File: src/rtl/gate_pipe_pkg.sv
// Shared constants for the gate_pipe block: op encodings and parameter limits.
package gate_pipe_pkg;

  localparam logic [1:0] OP_AND  = 2'b00;
  localparam logic [1:0] OP_OR   = 2'b01;
  localparam logic [1:0] OP_XOR  = 2'b10;
  localparam logic [1:0] OP_NAND = 2'b11;

  localparam int unsigned MAX_STAGES = 4;
  localparam int unsigned MAX_WIDTH  = 64;

endpackage

File: src/rtl/gate_pipe_stage.sv
// One pipeline slot of gate_pipe: a data register plus valid bit that loads when
// told to and otherwise holds.
module gate_pipe_stage
  import gate_pipe_pkg::*;
#(
  parameter int unsigned W = 8
) (
  input  logic         clk,
  input  logic         rst_n,
  input  logic         load,
  input  logic         in_valid,
  input  logic [W-1:0] in_data,
  output logic         out_valid,
  output logic [W-1:0] out_data
);

  logic         valid_q, valid_d;
  logic [W-1:0] data_q, data_d;

  // An empty slot may be loaded too; its data bits then simply go stale.
  always_comb begin
    valid_d = valid_q;
    data_d  = data_q;
    if (load) begin
      valid_d = in_valid;
      data_d  = in_data;
    end
  end

  always_ff @(posedge clk or negedge rst_n) begin
    if (!rst_n) begin
      valid_q <= 1'b0;
      data_q  <= '0;
    end else begin
      valid_q <= valid_d;
      data_q  <= data_d;
    end
  end

  assign out_valid = valid_q;
  assign out_data  = data_q;

endmodule

File: src/rtl/gate_pipe.sv
// Pipelined bitwise gate (AND/OR/XOR/NAND) with valid/ready on both sides and an
// output-transfer counter. Define GATE_PIPE_ZERO_FLAG_EN to add a result-is-zero flag.
module gate_pipe
  import gate_pipe_pkg::*;
#(
  parameter int unsigned WIDTH  = 8,
  parameter int unsigned STAGES = 2,
  parameter int unsigned CNT_W  = 16
) (
  input  logic             clk,
  input  logic             rst_n,
  input  logic [WIDTH-1:0] a,
  input  logic [WIDTH-1:0] b,
  input  logic [1:0]       op,
  input  logic             in_valid,
  output logic             in_ready,
  output logic [WIDTH-1:0] s,
  output logic             out_valid,
  input  logic             out_ready,
  output logic [CNT_W-1:0] xfer_cnt
`ifdef GATE_PIPE_ZERO_FLAG_EN
  ,
  output logic             zero
`endif
);

  if (WIDTH == 0 || WIDTH > MAX_WIDTH) begin : g_bad_width
    $error("gate_pipe: WIDTH out of range");
  end
  if (STAGES == 0 || STAGES > MAX_STAGES) begin : g_bad_stages
    $error("gate_pipe: STAGES out of range");
  end

`ifdef GATE_PIPE_ZERO_FLAG_EN
  localparam int unsigned DW = WIDTH + 1;
`else
  localparam int unsigned DW = WIDTH;
`endif

  logic [WIDTH-1:0]  result;
  logic [DW-1:0]     stage_in;
  logic [STAGES-1:0] vin;
  logic [STAGES-1:0] valid;
  logic [STAGES-1:0] load;
  logic [DW-1:0]     din  [STAGES];
  logic [DW-1:0]     data [STAGES];
  logic [CNT_W-1:0]  cnt_q, cnt_d;
  logic              all_full;

  always_comb begin
    result = '0;
    unique case (op)
      OP_AND:  result = a & b;
      OP_OR:   result = a | b;
      OP_XOR:  result = a ^ b;
      OP_NAND: result = ~(a & b);
      default: result = '0;
    endcase
  end

`ifdef GATE_PIPE_ZERO_FLAG_EN
  assign stage_in = {(result == '0), result};
`else
  assign stage_in = result;
`endif

  // Stage k may load unless it and every stage after it is full with the sink stalled.
  // Written in closed form so the ready chain has no combinational self-reference.
  always_comb begin
    all_full = 1'b1;
    load     = '0;
    for (int k = int'(STAGES) - 1; k >= 0; k--) begin
      all_full = all_full & valid[k];
      load[k]  = out_ready | ~all_full;
    end
  end

  for (genvar k = 0; k < STAGES; k++) begin : g_stage
    if (k == 0) begin : g_head
      assign vin[k] = in_valid;
      assign din[k] = stage_in;
    end else begin : g_body
      assign vin[k] = valid[k-1];
      assign din[k] = data[k-1];
    end

    gate_pipe_stage #(
      .W(DW)
    ) u_stage (
      .clk      (clk),
      .rst_n    (rst_n),
      .load     (load[k]),
      .in_valid (vin[k]),
      .in_data  (din[k]),
      .out_valid(valid[k]),
      .out_data (data[k])
    );
  end

  always_comb begin
    cnt_d = cnt_q;
    if (out_valid && out_ready) begin
      cnt_d = cnt_q + 1'b1;
    end
  end

  always_ff @(posedge clk or negedge rst_n) begin
    if (!rst_n) begin
      cnt_q <= '0;
    end else begin
      cnt_q <= cnt_d;
    end
  end

  assign in_ready  = load[0];
  assign out_valid = valid[STAGES-1];
  assign s         = data[STAGES-1][WIDTH-1:0];
  assign xfer_cnt  = cnt_q;
`ifdef GATE_PIPE_ZERO_FLAG_EN
  assign zero      = data[STAGES-1][WIDTH];
`endif

endmodule
File: config.mk
export PLATFORM = sky130hd
export DESIGN_NAME = gate_pipe
export DESIGN_NICKNAME = d
export VERILOG_FILES = /design/src/rtl/gate_pipe_pkg.sv /design/src/rtl/gate_pipe_stage.sv /design/src/rtl/gate_pipe.sv
export SDC_FILE = /design/constraint.sdc
export NUM_CORES = 1
export LEC_CHECK = 0
export ABC_AREA = 1
export CAP_MARGIN = 20
export CORE_UTILIZATION = 50
export CTS_CLUSTER_DIAMETER = 60
export DETAILED_ROUTE_END_ITERATION = 8
export GPL_TIMING_DRIVEN = 0
export PLACE_DENSITY = 0.8
export SYNTH_ARGS = -nofsm -noshare
export SYNTH_HDL_FRONTEND = slang
export SYNTH_HIERARCHICAL = 1
export SYNTH_SLANG_ARGS = --single-unit
File: constraint.sdc
create_clock -name clk -period 2.26 [get_ports clk]
set_input_delay 0.452 -clock clk [delete_from_list [all_inputs] [get_ports clk]]
set_output_delay 0.452 -clock clk [all_outputs]
set_load 0.01 [all_outputs]
==> flow_metrics.py, run 1 <==
metrics = {
    "drt": {
        "drt_iter0_markers": 174,
        "via_per_inst": 4.743,
        "ant_nets": 0,
        "drt-met1-wl_um": 1899,
        "dr_wl_met2_um": 1629,
        "routed.top_layer": "met4",
        "drt_first_pass_iters": 5,
        "wl_met3_um": 131,
        "vias": 1698,
        "routedWlPerCell_um": 10.41,
        "drcViolationCount": 0,
        "postRouteWirelength_um": 3728,
    },
    "yosys": {
        "synth_most_common_cell": "nand2_1",
        "yosysSeqAreaShare_pct": 42.21,
        "synth_top_area_share_pct": 42.21,
        "ys_warn_count": 6,
        "ys_top_cells_by_area": "dfrtp_1, nand2_1, ha_1",
        "asyncSetResetFlopFracSynth_pct": 100.0,
        "synth_area_per_cell_um2": 7.843,
        "synthCells": 257,
        "synth_area_um2": 2016,
        "syn-num-nets": 296,
        "synth_top_area_cell": "dfrtp_1",
        "ys.flop_type": "dfrtp_1",
        "ys_ff_latch": 34,
        "synth-edff-count": 0,
        "ys_types": 18,
        "yosys-top-cells-count": "nand2_1, inv_1, dfrtp_1",
    },
    "power": {
        "irDropWorstVdd_mv": 0.2945,
        "finalPower_mw": 1.691,
        "p_int_mw": 1.192,
        "p_comb_share_pct": 28.0,
        "pwr-share-clk_pct": 25.2,
        "p_leak_nw": 1.375,
        "sequentialPowerShare_pct": 46.8,
        "p_sw_share_pct": 29.51,
        "p_per_area_nw_per_um2": 644.5,
        "p_switching_mw": 0.4990,
    },
    "worst_setup_path": {
        "worstPathCellList": "clkdlybuf4s50_1, inv_1, nand3_1, clkdlybuf4s50_1",
        "worstPathRequired_ns": 1.81,
        "critical_path_buf_inv_count": 3,
        "cp-start-kind": "input pin",
        "endpoint_kind": "output pin",
        "worst_path_max_delay_cell": "clkdlybuf4s50_1",
        "crit_family": "buffers and inverters",
        "crit_type": "in -> out",
        "path_max_fanout": 2,
        "crit_top_cell": "clkdlybuf4s50_1",
        "crit_path_max_incr_delay_ns": 0.55,
        "worst_ep_arrival_time_ns": 1.73,
    },
    "global_route": {
        "antenna_found_initial": 0,
        "grt-ovfl-total": 0,
        "grt.total_usage_pct": 20.15,
        "first_global_vias": 1500,
        "grt_pass1_wl_um": 6534,
        "grt_max_degree": 35,
    },
    "finish": {
        "register_area_um2": 850.8,
        "finalNetCount": 350,
        "drive_gt1_share_pct": 6.129,
        "num-fill-cells": 318,
        "multiInputGateArea_um2": 988.4,
        "diodes": 0,
        "area_growth_pct": 30.17,
    },
    "timing": {
        "period_share_pct": 96.67,
        "final_hold_viol_count": 0,
        "fin_setup_tns_ns": 0,
        "rsz0062_at_grt": "false",
        "period_minus_slack_ns": 2.185,
        "setup_viol": 0,
        "holdWs_ns": 0.2311,
        "tightest_slew_ns": 0.7369,
        "clock_skew_ns": 0.006348,
        "relSlewSlack_pct": 50.88,
        "report.final.slew_viol_count": 0,
        "max_freq_mhz": 457.7,
    },
    "clocking": {
        "path_clk_slew_ns": 0.06,
        "ctsResizeCount": 0,
        "clockBufferDepth": 2,
        "clock_latency_ns": 0.28,
        "cts_buffers": 5,
        "cts_tree": "built",
        "cts_root_buffer": "clkbuf_8",
        "postCtsSetupRepairBufs": 0,
        "hold_buffers": 0,
        "htree_levels": 2,
        "cts.sinks": 34,
    },
    "placed_design": {
        "routabilityCongestion": 0.8169,
        "place.port_buffers": 47,
        "hpwl_um": 2868,
    },
    "floorplan": {
        "die_area_um2": 4290,
        "die_y_um": 65.50,
        "die_w_um": 65.50,
        "rows": 22,
        "initial_core_util_pct": 53.45,
        "coreArea_um2": 3771,
        "pin_count": 48,
    },
    "hold_path": {
        "hold_path.class": "in -> async",
    },
    "run_status": {
        "run_status": "finished, final reports clean",
    },
    "job": {
        "drv_cap": 0,
    },
}
area by class of cell:
class                           count  area share (%)
Inverter                           41           5.866
Sequential cell                    34           32.43
Clock buffer                        6           3.147
Timing Repair Buffer               47           17.74
Tap cell                           48           2.289
Multi-Input combinational cell    180           37.67
Buffer                              2          0.8584
routing by layer:
metal  track usage [%]  vias up
met3             4.688        5
met4             7.337        0
met5                 0        -
met1             27.24      765
li1                  -      889
met2             31.31       39
worst register-to-register path: cells and delay by family (launching register included):
family / cells / cell delay, ns
adders and majority gates: 1 / 0.22
buffers and inverters: 2 / 0.12
DFF: 1 / 0.41
and+or+nand+nor: 5 / 0.53
final timing paths:
kind / from / endpoint / slack (ns) / cells after the start
min: rst_n / g_stage[1].u_stage/out_data[4] / 0.23 / 1
max: out_ready / in_ready / 0.08 / 4
min in group clk: g_stage[0].u_stage/out_data[0] / g_stage[1].u_stage/out_data[0] / 0.46 / 2
min reg2reg: g_stage[0].u_stage/out_data[0] / g_stage[1].u_stage/out_data[0] / 0.46 / 2
max reg2reg: xfer_cnt[0] / xfer_cnt[14] / 0.87 / 8
max in group asynchronous: rst_n / g_stage[0].u_stage/out_data[0] / 1.55 / 1
cells in the final DEF (no fill, tap or decap):
cell             instances
buf_2                    1
dfrtp_1                 34
nand2_4                  2
o21ai_0                  1
ha_1                    17
o2111ai_1                8
nand2_2                  2
xor2_1                   7
inv_2                    2
nand4_1                  1
clkdlybuf4s50_1         46
nor3_1                   1
buf_6                    2
nand3b_1                 2
xnor2_1                  4
nand3_1                  5
nand2_1                111
clkbuf_8                 6
nor2_1                  15
nor2_4                   4
inv_1                   39
metrics by stage:
| step | util [%] | cell area [um2] | cells | setup slack [ns] |
|---|---|---|---|---|
| 6_report | 69.58 | 2624 | 358 | 0.07526 |
| 2_1_floorplan | - | 2016 | 257 | 0.9994 |
| 3_5_place_dp | 67.39 | 2541 | 352 | 0.08550 |
| 4_1_cts | 69.58 | 2624 | 358 | 0.07422 |
| 3_3_place_gp | 67.52 | 2546 | 352 | 0.05307 |
| 5_1_grt | 69.58 | 2624 | 358 | 0.01449 |
registers in the layout (all words and copies together), names as in the netlist:
signal	cells
g_stage.u_stage/out_data	16
xfer_cnt	16
g_stage.u_stage/out_valid	2
logic make-up (layout without fill, tap and decap cells):
family,Yosys count,count (layout),share of synthesized area (%)
AOI/OAI and AO/OA,9,9,3.724
buffers and inverters,43,96,8.752
xor gates and xnor gates,11,11,4.780
adders and majority gates,17,17,10.55
and+or+nand+nor,143,143,29.98
DFF,34,34,42.21
power groups by stage:
stage               Sequential [mW]  Combinational [mW]  Clock (mW)
floorplan                     0.823               0.200           0
global placement              0.796               0.465           0
detailed placement            0.800               0.477           0
CTS                           0.792               0.479       0.442
global route                  0.805               0.530       0.473
finish                        0.791               0.474       0.426
Note: power is estimated with default switching activity, not from simulation.
==> inputs of run 2 (changes only) <==
ABC_AREA = default   (was 1)
PLACE_DENSITY = 0.81   (was 0.8)
==> run 2 against run 1 <==
  * Global-route usage fell by 1.7 points
  * Worst setup slack improved by 0.016 ns
  * Count of clock-buffer cells in the layout did not move
  * Core utilization fell by 0.62 points
  * Critical endpoint unchanged
  * Highest routed layer unchanged
==> flow_metrics.py, run 2 <==
metrics = {
    "run_status": {
        "run_status": "finished, final reports clean",
    },
    "yosys": {
        "ys.flop_type": "dfrtp_1",
        "synth-edff-count": 0,
        "ys_types": 24,
        "synth_area_per_cell_um2": 11.16,
        "synth_most_common_cell": "dfrtp_1",
        "synth_top_area_cell": "dfrtp_1",
        "synthCells": 176,
        "synth_top_area_share_pct": 43.31,
        "synth_area_um2": 1964,
        "syn-num-nets": 215,
        "asyncSetResetFlopFracSynth_pct": 100.0,
        "ys_warn_count": 6,
        "ys_ff_latch": 34,
        "yosysSeqAreaShare_pct": 43.31,
        "yosys-top-cells-count": "dfrtp_1, nand2_1, inv_1, mux2_4, ha_1",
        "ys_top_cells_by_area": "dfrtp_1, mux2_4, ha_1",
    },
    "clocking": {
        "clock_latency_ns": 0.28,
        "postCtsSetupRepairBufs": 0,
        "cts.sinks": 34,
        "cts_buffers": 5,
        "clockBufferDepth": 2,
        "ctsResizeCount": 0,
        "cts_root_buffer": "clkbuf_8",
        "cts_tree": "built",
        "hold_buffers": 0,
        "path_clk_slew_ns": 0.06,
        "htree_levels": 2,
    },
    "drt": {
        "drcViolationCount": 0,
        "vias": 1380,
        "drt_first_pass_iters": 4,
        "routedWlPerCell_um": 12.22,
        "ant_nets": 0,
        "via_per_inst": 5.000,
        "drt_iter0_markers": 79,
        "postRouteWirelength_um": 3372,
    },
    "finish": {
        "diodes": 0,
        "final_cell_mix": "clkdlybuf4s50_1, dfrtp_1, nand2_1",
        "finalInstanceArea_um2": 2562,
        "final_common_cell": "clkdlybuf4s50_1",
        "finalNetCount": 268,
        "area_growth_pct": 30.45,
        "drive_gt1_share_pct": 14.04,
        "final_util_pct": 68.96,
        "num-fill-cells": 296,
    },
    "global_route": {
        "antenna_found_initial": 0,
        "grt_pass1_wl_um": 5871,
        "first_global_vias": 1302,
        "grt-ovfl-total": 0,
        "grt.total_usage_pct": 18.44,
        "grt_max_degree": 35,
    },
    "floorplan": {
        "rows": 22,
        "coreArea_um2": 3716,
        "die_y_um": 64.68,
        "initial_core_util_pct": 52.86,
        "die_area_um2": 4184,
        "pin_count": 48,
        "die_w_um": 64.68,
    },
    "timing": {
        "holdWs_ns": 0.2314,
        "period_share_pct": 95.98,
        "clock_skew_ns": 0.004706,
        "period_minus_slack_ns": 2.169,
        "rsz0062_at_grt": "false",
        "report.final.slew_viol_count": 0,
        "max_freq_mhz": 461.0,
        "tightest_slew_ns": 0.7299,
        "fin_setup_tns_ns": 0,
        "relSlewSlack_pct": 51.34,
        "final_hold_viol_count": 0,
        "setup_viol": 0,
    },
    "hold_path": {
        "hold_path.class": "in -> async",
    },
    "worst_setup_path": {
        "worst_path_max_delay_cell": "clkdlybuf4s50_1",
        "cp-start-kind": "input pin",
        "path_max_fanout": 5,
        "crit_top_cell": "clkdlybuf4s50_1",
        "worst_ep_arrival_time_ns": 1.72,
        "crit_family": "buffers and inverters",
        "critical_path_buf_inv_count": 2,
        "worstPathRequired_ns": 1.81,
        "crit_type": "in -> out",
        "worstPathCellList": "clkdlybuf4s50_1, nand3b_1, clkdlybuf4s50_1",
        "crit_path_max_incr_delay_ns": 0.55,
        "endpoint_kind": "output pin",
    },
    "power": {
        "p_per_area_nw_per_um2": 700.1,
        "irDropWorstVdd_mv": 0.2752,
        "p_leak_nw": 1.229,
    },
    "placed_design": {
        "place_area_um2": 2480,
        "place.port_buffers": 46,
        "hpwl_um": 2605,
        "routabilityCongestion": 0.7567,
    },
    "job": {
        "drv_cap": 0,
    },
}
run 2: logic make-up after synthesis:
logic type / count (synthesis) / share of synthesized area, %
buf+inv: 24 / 5.350
mux: 21 / 15.35
simple gates: 43 / 12.10
fa+ha+maj: 17 / 10.83
xor+xnor: 15 / 6.688
compound gates: 22 / 6.369
flops: 34 / 43.31
run 2: path summary, 6_finish.rpt:
path                       cells past startpoint  slack (ns)                              to          from
max                                            3        0.09                        in_ready     out_ready
min                                            1        0.23                     xfer_cnt[7]         rst_n
max reg2reg                                    5        0.79                    xfer_cnt[14]   xfer_cnt[0]
min reg2reg                                    1        0.48                    xfer_cnt[15]  xfer_cnt[15]
max in group asynchronous                      1        1.56  g_stage[1].u_stage/out_data[1]         rst_n
min in group clk                               1        0.48                    xfer_cnt[15]  xfer_cnt[15]
run 2: final cells by class:
class	instances	area, um2	share of cell area (%)
Sequential cell	34	850.8	33.20
Clock buffer	6	82.58	3.223
Multi-Input combinational cell	118	1008	39.36
Tap cell	48	60.06	2.344
Timing Repair Buffer	46	455.4	17.77
Buffer	6	37.54	1.465
Inverter	18	67.56	2.637
run 2: power breakdown:
| part | total (mW) | leakage, nW | switching (mW) | internal (mW) |
|---|---|---|---|---|
| combinational | 0.534 | 0.763 | 0.200 | 0.333 |
| clock | 0.428 | 0.0431 | 0.194 | 0.234 |
| sequential | 0.832 | 0.423 | 0.118 | 0.713 |
| total | 1.79 | 1.23 | 0.513 | 1.28 |
run 2: per-layer routing:
layer	up-vias	wire (um)	track usage [%]	share of wire [%]
met2	45	1689	31.45	50
met5	-	0	0	0
li1	692	-	-	-
met1	636	1478	21.53	44
met3	7	132	4.401	3.9
met4	0	72	9.167	2.1
run 2: per-stage QoR:
step	setup WS, ns	instances	total power, mW
after floorplan	0.8961	176	1.103
after global placement	0.09750	270	1.360
after detailed placement	0.08790	270	1.379
after CTS	0.08647	276	1.810
after global routing	0.02588	276	1.897
final	0.09091	276	1.794
